[config.mk]
export PLATFORM = sky130hd
export DESIGN_NAME = ms_counter_ctrl
export DESIGN_NICKNAME = d
export VERILOG_FILES = /design/src/rtl/ms_ctrl_pkg.sv /design/src/rtl/tick_prescaler.sv /design/src/rtl/ms_counter_ctrl.sv
export SDC_FILE = /design/constraint.sdc
export NUM_CORES = 1
export LEC_CHECK = 0
export CORE_MARGIN = 10
export CORE_UTILIZATION = 40
export DETAILED_ROUTE_END_ITERATION = 10
export PLACE_DENSITY = 0.69
export SLEW_MARGIN = 30
export SYNTH_ARGS = -nofsm -noshare
export SYNTH_HDL_FRONTEND = slang
export SYNTH_HIERARCHICAL = 1
export SYNTH_SLANG_ARGS = --single-unit
[constraint.sdc]
create_clock -name CLK -period 2.65 [get_ports CLK]
set_input_delay 0.3975 -clock CLK [delete_from_list [all_inputs] [get_ports CLK]]
set_output_delay 0.3975 -clock CLK [all_outputs]
set_load 0.01 [all_outputs]
[src/rtl/ms_ctrl_pkg.sv]
// ---------------------------------------------------------------------------
// ms_ctrl_pkg : shared state encoding and sizing helper for ms_counter_ctrl
// Rev 1.0
// ---------------------------------------------------------------------------
`default_nettype none

package ms_ctrl_pkg;

  typedef enum logic [1:0] {
    ST_IDLE  = 2'b00,
    ST_RUN   = 2'b01,
    ST_PAUSE = 2'b10,
    ST_SAT   = 2'b11
  } state_t;

  function automatic int div_w(input int clk_hz, input int tick_hz);
    int div;
    div = clk_hz / tick_hz;
    return (div > 1) ? $clog2(div) : 1;
  endfunction

endpackage

`default_nettype wire

[src/rtl/tick_prescaler.sv]
// ---------------------------------------------------------------------------
// tick_prescaler : divide-by-DIV counter, one-cycle wrap pulse while running
// Rev 1.0
// ---------------------------------------------------------------------------
`default_nettype none

module tick_prescaler
  import ms_ctrl_pkg::*;
#(
  parameter int DIV = 10
) (
  input  logic CLK,
  input  logic RST,
  input  logic run,
  input  logic load0,
  output logic tick
);

  localparam int W = div_w(DIV, 1);
  localparam logic [W-1:0] LAST = W'(DIV - 1);

  logic [W-1:0] cnt_q, cnt_d;

  always_comb begin
    tick  = run && !load0 && (cnt_q == LAST);
    cnt_d = cnt_q;
    if (load0) begin
      cnt_d = '0;
    end else if (run) begin
      cnt_d = tick ? '0 : cnt_q + 1'b1;
    end
  end

  always_ff @(posedge CLK or posedge RST) begin
    if (RST) begin
      cnt_q <= '0;
    end else begin
      cnt_q <= cnt_d;
    end
  end

endmodule

`default_nettype wire

[src/rtl/ms_counter_ctrl.sv]
// ---------------------------------------------------------------------------
// ms_counter_ctrl : run/pause/clear control and 1 ms tick for the ms counter
// Optional lap display hold: define LAP_HOLD_EN.                    Rev 1.0
// ---------------------------------------------------------------------------
`default_nettype none

module ms_counter_ctrl
  import ms_ctrl_pkg::*;
#(
  parameter int CLK_HZ  = 100_000_000,
  parameter int TICK_HZ = 1000
) (
  input  logic       CLK,
  input  logic       RST,
  input  logic       START_STOP,
  input  logic       CLR,
  input  logic       LAP,
  input  logic       MAX_IN,
  output logic       CNT_EN,
  output logic       CNT_CLR,
  output logic       TICK_MS,
  output logic       DISP_HOLD,
  output logic [1:0] STATE
);

  localparam int DIV = CLK_HZ / TICK_HZ;

  generate
    if ((DIV < 2) || (DIV * TICK_HZ != CLK_HZ)) begin : g_bad_div
      $error("ms_counter_ctrl: CLK_HZ/TICK_HZ must be an integer >= 2");
    end
  endgenerate

  state_t state_q, state_d;
  logic   cnt_en_q, cnt_en_d;
  logic   cnt_clr_q, cnt_clr_d;
  logic   tick_q, tick_d;
  logic   hold_q, hold_d;
  logic   run, load0, tick;

  // CLR stops the prescaler in the same cycle so a coincident wrap is lost.
  assign run   = (state_q == ST_RUN) && !CLR;
  assign load0 = CLR || ((state_q == ST_IDLE) && START_STOP);

  tick_prescaler #(.DIV(DIV)) u_prescaler (
    .CLK   (CLK),
    .RST   (RST),
    .run   (run),
    .load0 (load0),
    .tick  (tick)
  );

`ifndef LAP_HOLD_EN
  logic unused_lap;
  assign unused_lap = LAP;
`endif

  always_comb begin
    state_d   = state_q;
    cnt_en_d  = 1'b0;
    cnt_clr_d = 1'b0;
    tick_d    = 1'b0;
    hold_d    = hold_q;
    if (CLR) begin
      state_d   = ST_IDLE;
      cnt_clr_d = 1'b1;
      hold_d    = 1'b0;
    end else begin
      tick_d   = tick;
      cnt_en_d = tick && !MAX_IN;
      case (state_q)
        ST_IDLE:  if (START_STOP) state_d = ST_RUN;
        ST_RUN: begin
          if (tick && MAX_IN)  state_d = ST_SAT;
          else if (START_STOP) state_d = ST_PAUSE;
        end
        ST_PAUSE: if (START_STOP) state_d = ST_RUN;
        default:  state_d = ST_SAT;
      endcase
`ifdef LAP_HOLD_EN
      // SAT ignores START_STOP, so it does not mask LAP there.
      if (LAP && (state_q == ST_SAT || (state_q == ST_RUN && !START_STOP))) begin
        hold_d = !hold_q;
      end
`else
      hold_d = 1'b0;
`endif
    end
  end

  always_ff @(posedge CLK or posedge RST) begin
    if (RST) begin
      state_q   <= ST_IDLE;
      cnt_en_q  <= 1'b0;
      cnt_clr_q <= 1'b0;
      tick_q    <= 1'b0;
      hold_q    <= 1'b0;
    end else begin
      state_q   <= state_d;
      cnt_en_q  <= cnt_en_d;
      cnt_clr_q <= cnt_clr_d;
      tick_q    <= tick_d;
      hold_q    <= hold_d;
    end
  end

  assign CNT_EN    = cnt_en_q;
  assign CNT_CLR   = cnt_clr_q;
  assign TICK_MS   = tick_q;
  assign DISP_HOLD = hold_q;
  assign STATE     = state_q;

endmodule

`default_nettype wire
==> results of run 1 <==
==> critical path: stages, from the launching register on <==
cell	delay, ps
dfrtp_1	410
ha_1	220
and4_1	430
nand4_1	280
buf_4	280
and2_1	240
a221o_1	340
==> how the worst max path moves through the flow <==
stage | from | endpoint | slack (ps) | cells after the start
after floorplan | u_prescaler/cnt_q[0] | STATE[0] | 720 | 9
after global placement | u_prescaler/cnt_q[0] | u_prescaler/cnt_q[7] | 390 | 6
after detailed placement | u_prescaler/cnt_q[0] | u_prescaler/cnt_q[7] | 370 | 6
after CTS | u_prescaler/cnt_q[0] | u_prescaler/cnt_q[7] | 350 | 6
after global routing | u_prescaler/cnt_q[1] | STATE[0] | 140 | 7
final | u_prescaler/cnt_q[0] | u_prescaler/cnt_q[7] | 330 | 6
==> cell usage in the layout (no fill, tap or decap), types with 3 or more instances in the layout <==
cell / netlist / final
nor2b_1: 3 / 3
inv_1: 6 / 6
nand4_1: 10 / 10
buf_4: 5 / 4
clkbuf_4: 0 / 3
dfrtp_1: 22 / 22
clkdlybuf4s50_1: 0 / 9
nand3_1: 8 / 8
nor2_1: 10 / 10
and4_1: 5 / 5
nand2_1: 8 / 8
a41oi_1: 4 / 4
o211ai_1: 4 / 4
a31oi_1: 13 / 13
==> where the power goes <==
| part | switching, mW | leakage (nW) | total [mW] | internal [mW] |
|---|---|---|---|---|
| logic | 0.0338 | 0.231 | 0.0572 | 0.0233 |
| registers | 0.00417 | 0.303 | 0.343 | 0.339 |
| clock network | 0.103 | 0.0279 | 0.256 | 0.153 |
==> cell families (layout without fill, tap and decap cells) <==
family	after synthesis	in the layout
flops	22	22
xor+xnor	2	2
buf+inv	15	23
compound gates	33	33
simple gates	59	59
fa+ha+maj	1	1
mux	1	1
other cells	1	1
==> state kept, by name (all words and copies together) (netlist names) <==
signal,flops
CNT_CLR,1
TICK_MS,1
STATE,2
CNT_EN,1
u_prescaler/cnt_q,17
==> stage by stage <==
stage,std cells,setup WS (ps),hold slack [ps]
after global routing,186,137,292
after floorplan,134,724,176
final,186,325,292
after detailed placement,182,370,531
after CTS,186,352,283
after global placement,182,387,514
==> layout make-up <==
cell class,instances,share of cell area
clock buffer,3,0.0156
clock inverter,1,0.0209
inverter,6,0.0156
multi-input combinational,97,0.444
sequential,22,0.382
tap,44,0.0382
timing repair buffer,13,0.0834
==> layer usage <==
layer	routed length [µm]	vias up	global-route usage
met4	23	0	0.0279
met1	1340	533	0.128
met3	229	4	0.0342
li1	-	532	-
met5	0	-	0
met2	1330	47	0.155
==> metrics, run 1 <==
Layout area overhead=12.4%; Non-Filler Cell Area, Final=1440 µm²; htree depth=1; Core ar.=3050 µm²; XOR/XNOR share of the synthesized area=0.0137; #FFs+latches synth=22; run status=completed; GRT Total Usage=0.0999; antenna cells=0; Max IR drop VDD=0.384 mV; Root Buffer=clkbuf_4; Yosys top cell by area=dfrtp_1; Post-CTS Setup Bufs=0; CTS tree=done; full die area=5870 µm²; mux share of post-synthesis cell area=0.00781; synth cell count leaders=dfrtp_1, a31oi_1, nand4_1, nor2_1; first-pass GRT wire length=4.97 mm; RSZ-0062 raised after global routing=no; final hold violations=0; FMAX=430 MHz; Port Buffers=9; Synth Area in Simple Gates=0.276; HPWL Detailed=2.09 mm; Final setup viols=0; latest clock arrival within the worst-skew pair=310 ps; adder-cell area share of the yosys netlist=0.00977; Reg2Reg Setup Slack=330 ps; Die Span Y=76.6 µm; Max Clock Skew=10.7 ps; Syn Std Cell Area=1280 µm²; layout cells sized above 1=0.0915; clock tree buffer depth=2; post-layout util=0.472; nets=150; row count=20; area fraction of the dominant cell type after synthesis=0.430; placed inst area=1390 µm²; Pwr per Cell Area=456 nW/µm²; Clock Pin Slew Worst Setup and Hold Paths=130 ps; Synth Net Count=141; Post-route DRC=0; largest net degree at the start of global routing=18; CP Launch Type=register; Hold WC Path Type=input pin to asynchronous set/reset pin; Final min period=2320 ps; type of the worst setup path=register to register; worst reg2reg startpoint=u_prescaler/cnt_q[0]; post-synthesis sequential area ratio=0.430; Placer Congestion=0.867; starting density of the core=0.420; Synth warnings=6; largest family of logic cells by synthesized area=simple AND/OR/NAND/NOR gates; top-count cell post-synth=dfrtp_1; routed length per placed instance=15.7 µm; CTS buffer count=3; die width=76.6 µm; Initial DRT Pass Iterations=4; slew margin rel.=0.544; fraction of registers with async set/reset=1.00; Initial DRC Count=119; cell count after synthesis=134; GRT overflow=0; clock sink total=22; Vias=1116; RR Endpoint=u_prescaler/cnt_q[7]; fin. max-slew vios=0; leakage=0.562 nW; Power Total=656 µW; mean post-synth cell area=9.56 µm²; area of the multi-input gates=639 µm²; Post-synth EDFFs=0; detailed-route wire length=2.92 mm; post-route ant nets=0; main flop type after synthesis=dfrtp_1; IO Pins=12; Final period util=0.877; Max-Cap Viols=0; setup_tns=0 ps; WP data required=2850 ps; vias per inst=6.00; compound-gate portion of the synthesized area=0.188; FF-to-FF path depth=6; top cells by area, synth=dfrtp_1, a31oi_1, nand4_1; FF/Latch Area=551 µm²; Worst Path Max Fanout=17; fill count=309; vias in the first global route=1004; cts hold-fix bufs=0; CTS resizes=0; worst-margin pin slew=683 ps; Yosys cell types=38; arrival time at the worst endpoint=2520 ps; Worst Setup End Kind=register; initial antenna violation count=0
(Power assumes the default switching activity.)
==> run 2: changes to the inputs <==
DONT_BUFFER_PORTS = 1   (was unset)
PLACE_DENSITY = 0.64   (was 0.69)
==> metrics, run 2 (synthesized netlist as in run 1, its figures left out) <==
setup_tns=0 ps; detailed-route wire length=2.85 mm; Placer Congestion=0.838; Placed Cells=173; run status=completed; WP data required=2880 ps; Max Clock Skew=4.82 ps; final setup margin=450 ps; Pwr per Cell Area=476 nW/µm²; Port Buffers=0; Initial DRC Count=74; starting density of the core=0.420; htree depth=1; Final setup viols=0; latest clock arrival within the worst-skew pair=310 ps; nets=142; type of the worst setup path=register to register; Reg2Reg Setup Slack=450 ps; Non-Filler Cell Area, Final=1360 µm²; leakage=0.532 nW; Die Span Y=76.6 µm; clock tree buffer depth=2; Core ar.=3050 µm²; GRT Total Usage=0.102; CP Launch Type=register; max reg flops=17; Power Total=647 µW; WP buf/inv=1; Top reg by flops=u_prescaler/cnt_q; final hold violations=0; worst stage delay on the critical path=480 ps; fin. max-slew vios=0; largest net degree at the start of global routing=20; CTS buffer count=3; FMAX=455 MHz; post-route ant nets=0; final std cells w/o fill=178; layout cells sized above 1=0.0970; delay-heaviest family, CP=simple AND/OR/NAND/NOR gates; placed inst area=1300 µm²; worst-margin pin slew=700 ps; antenna cells=0; row count=20; first-pass GRT wire length=4.97 mm; CTS tree=done; Layout area overhead=6.15%; slowest stage cell, crit path=dfrtp_1; Hold WC Path Type=input pin to asynchronous set/reset pin; full die area=5870 µm²; Final period util=0.830; most common cell after layout, fill and taps aside=dfrtp_1; vias in the first global route=974; RSZ-0062 raised after global routing=no; worst reg2reg startpoint=u_prescaler/cnt_q[9]; slew margin rel.=0.533; post-layout util=0.445; initial antenna violation count=0; GRT overflow=0; Initial DRT Pass Iterations=4; Max-Cap Viols=0; Worst Path Max Fanout=11; vias per inst=5.87; Root Buffer=clkbuf_4; critical path cell sequence=nor4bb_1, nand4_1, buf_4, nor3_1, nand2_1, a311oi_2; HPWL Detailed=2.03 mm; Placement Setup Slack=521 ps; routed length per placed instance=16.0 µm; Post-route DRC=0; arrival time at the worst endpoint=2430 ps; hold slack final=59.3 ps; Clock Pin Slew Worst Setup and Hold Paths=130 ps; CTS resizes=0; Vias=1045; Critical Path Start=u_prescaler/cnt_q[9]; most frequent cells in the layout=dfrtp_1, a31oi_1, nor2_1, nand4_1; die width=76.6 µm; Worst Setup End Kind=register; Final min period=2200 ps; fill count=310; clock sink total=22; IO Pins=12; Max IR drop VDD=0.146 mV
==> run 2: final timing paths <==
path,end,depth (start not counted)
max,STATE[0],6
min,u_prescaler/cnt_q[16],1
max reg2reg,STATE[0],6
min reg2reg,u_prescaler/cnt_q[15],1
max in group asynchronous,STATE[1],2
min in group CLK,CNT_CLR,0
==> run 2: power breakdown <==
group | switching (mW) | total [mW] | internal, mW
Combinational | 0.0264 | 0.0390 | 0.0125
Clock | 0.110 | 0.263 | 0.153
Sequential | 0.00593 | 0.345 | 0.339
Total | 0.142 | 0.647 | 0.505
==> run 2: repair_timing <==
item                                   CTS  global route
hold buffers                             1             0
endpoints found under the hold margin    5             0
setup endpoints to repair                0             0
buffers inserted                         0             0
==> run 2: area by class of cell <==
cell class / count / area (µm²) / share of cell area
Timing Repair Buffer: 5 / 40.0 / 0.0294
Inverter: 6 / 22.5 / 0.0166
Multi-Input combinational cell: 97 / 639 / 0.470
Tap cell: 44 / 55.1 / 0.0405
Sequential cell: 22 / 551 / 0.405
Clock inverter: 1 / 30.0 / 0.0221
Clock buffer: 3 / 22.5 / 0.0166
==> run 2: layer usage <==
layer	vias to the layer above	GRT usage	share of wire
met5	-	0	0
li1	517	-	-
met3	4	0.0330	0.052
met4	0	0.0390	0.013
met2	19	0.162	0.48
met1	505	0.123	0.45
==> run 2: worst reg2reg max path, cell delays in order, from the launching register on <==
cell and delay (ps):
dfrtp_1 480, nor4bb_1 370, nand4_1 360, buf_4 310
nor3_1 250, nand2_1 110, a311oi_2 230
==> run 3: changes to the inputs <==
PLACE_DENSITY = 0.66   (was 0.64)
clock period = 2 ns   (was 2.65 ns; I/O delays follow)
==> metrics, run 3 (synthesized netlist as in run 1, its figures left out) <==
run status=completed; FF-to-FF path depth=7; most frequent cells in the layout=dfrtp_1, buf_4, a31oi_1, nor2_1, nand4_1; Final setup viols=0; worst-margin pin slew=687 ps; max reg flops=17; Max-Cap Viols=0; Initial DRT Pass Iterations=4; largest net degree at the start of global routing=23; crit path to=u_prescaler/cnt_q[14]; FMAX=520 MHz; slew margin rel.=0.542; Placer Congestion=0.872; antenna cells=0; Post-route DRC=0; Critical Path Start=u_prescaler/cnt_q[1]; CTS tree=done; FF/Latch Area=552 µm²; Reg2Reg Setup Slack=80 ps; clock sink total=22; Levels on crit path=7; WP buf/inv=2; post-layout util=0.525; post-route ant nets=0; Port Buffers=0; Final min period=1920 ps; WP data required=2210 ps; final std cells w/o fill=199; Pwr per Cell Area=549 nW/µm²; Die Span Y=76.6 µm; clock tree buffer depth=2; full die area=5870 µm²; arrival time at the worst endpoint=2140 ps; htree depth=1; Core ar.=3050 µm²; Initial DRC Count=96; fin. max-slew vios=0; slowest stage cell, crit path=dfrtp_1; leakage=0.651 nW; Crit path top cell by count=and4_1; GRT Total Usage=0.110; Max IR drop VDD=0.236 mV; CTS buffer count=3; fill count=285; critical path cell sequence=ha_4, and4_1, nand4_1, buf_12, buf_4, and4_1, a221o_1; initial antenna violation count=0; Worst Setup End Kind=register; routed length per placed instance=16.8 µm; latest clock arrival within the worst-skew pair=330 ps; vias per inst=5.86; Hold WC Path Type=input pin to register; starting density of the core=0.420; Root Buffer=clkbuf_4; GRT overflow=0; detailed-route wire length=3.34 mm; type of the worst setup path=register to register; Worst Path Max Fanout=5; row count=20; hold slack final=22.3 ps; Placed Cells=184; delay-heaviest family, CP=simple AND/OR/NAND/NOR gates; Layout area overhead=25.2%; worst reg2reg startpoint=u_prescaler/cnt_q[1]; final hold violations=0; Top reg by flops=u_prescaler/cnt_q; Clock Pin Slew Worst Setup and Hold Paths=130 ps; RR Endpoint=u_prescaler/cnt_q[14]; HPWL Detailed=2.18 mm; vias in the first global route=1119; area of the multi-input gates=677 µm²; worst stage delay on the critical path=460 ps; most common cell after layout, fill and taps aside=dfrtp_1; CP Launch Type=register; layout cells sized above 1=0.245; nets=163; Final period util=0.962; first-pass GRT wire length=5.42 mm; Max Clock Skew=12.0 ps; die width=76.6 µm; Vias=1167; IO Pins=12
-- run 3: power by group --
group | internal (mW) | leakage, nW | switching (mW)
Combinational | 0.0308 | 0.322 | 0.0446
Clock | 0.203 | 0.0279 | 0.147
Sequential | 0.450 | 0.302 | 0.00563
Total | 0.683 | 0.651 | 0.197
-- run 3: layout make-up --
type,instances,area share
Multi-Input combinational cell,97,0.422
Sequential cell,22,0.344
Timing Repair Buffer,26,0.153
Tap cell,44,0.0343
Clock inverter,1,0.0187
Clock buffer,3,0.0140
Inverter,6,0.0140
-- run 3: timing repair --
item,in CTS,in global routing
setup buffers,0,6
hold endpoints to repair,23,3
hold buffers,2,2
endpoints found under the setup margin,0,8
resized for setup,0,8
-- run 3: metal layers --
layer,vias to the layer above,global-route usage,part of all wire
li1,563,-,-
met1,571,0.131,0.44
met2,26,0.182,0.50
met3,7,0.0271,0.041
met4,0,0.0465,0.020
met5,-,0,0
-- run 3: per-stage QoR --
step / total power, mW / instance area (µm²) / worst slack, ps / setup TNS, ps
after floorplan: 0.505 / 1280 / 74.4 / 0
after global placement: 0.526 / 1410 / 122 / 0
after detailed placement: 0.529 / 1410 / 93.0 / 0
after CTS: 0.883 / 1480 / 71.7 / 0
after global routing: 0.916 / 1600 / -15.1 / -27.1
final: 0.880 / 1600 / 77.0 / 0
-- run 3: worst min-delay path by stage --
stage	from	to	slack (ps)	cells past startpoint
floorplan	RST	CNT_CLR	80	1
global placement	RST	TICK_MS	90	1
detailed placement	RST	CNT_EN	90	1
CTS	MAX_IN	CNT_EN	10	1
global route	CLR	TICK_MS	3	1
finish	CLR	TICK_MS	20	1
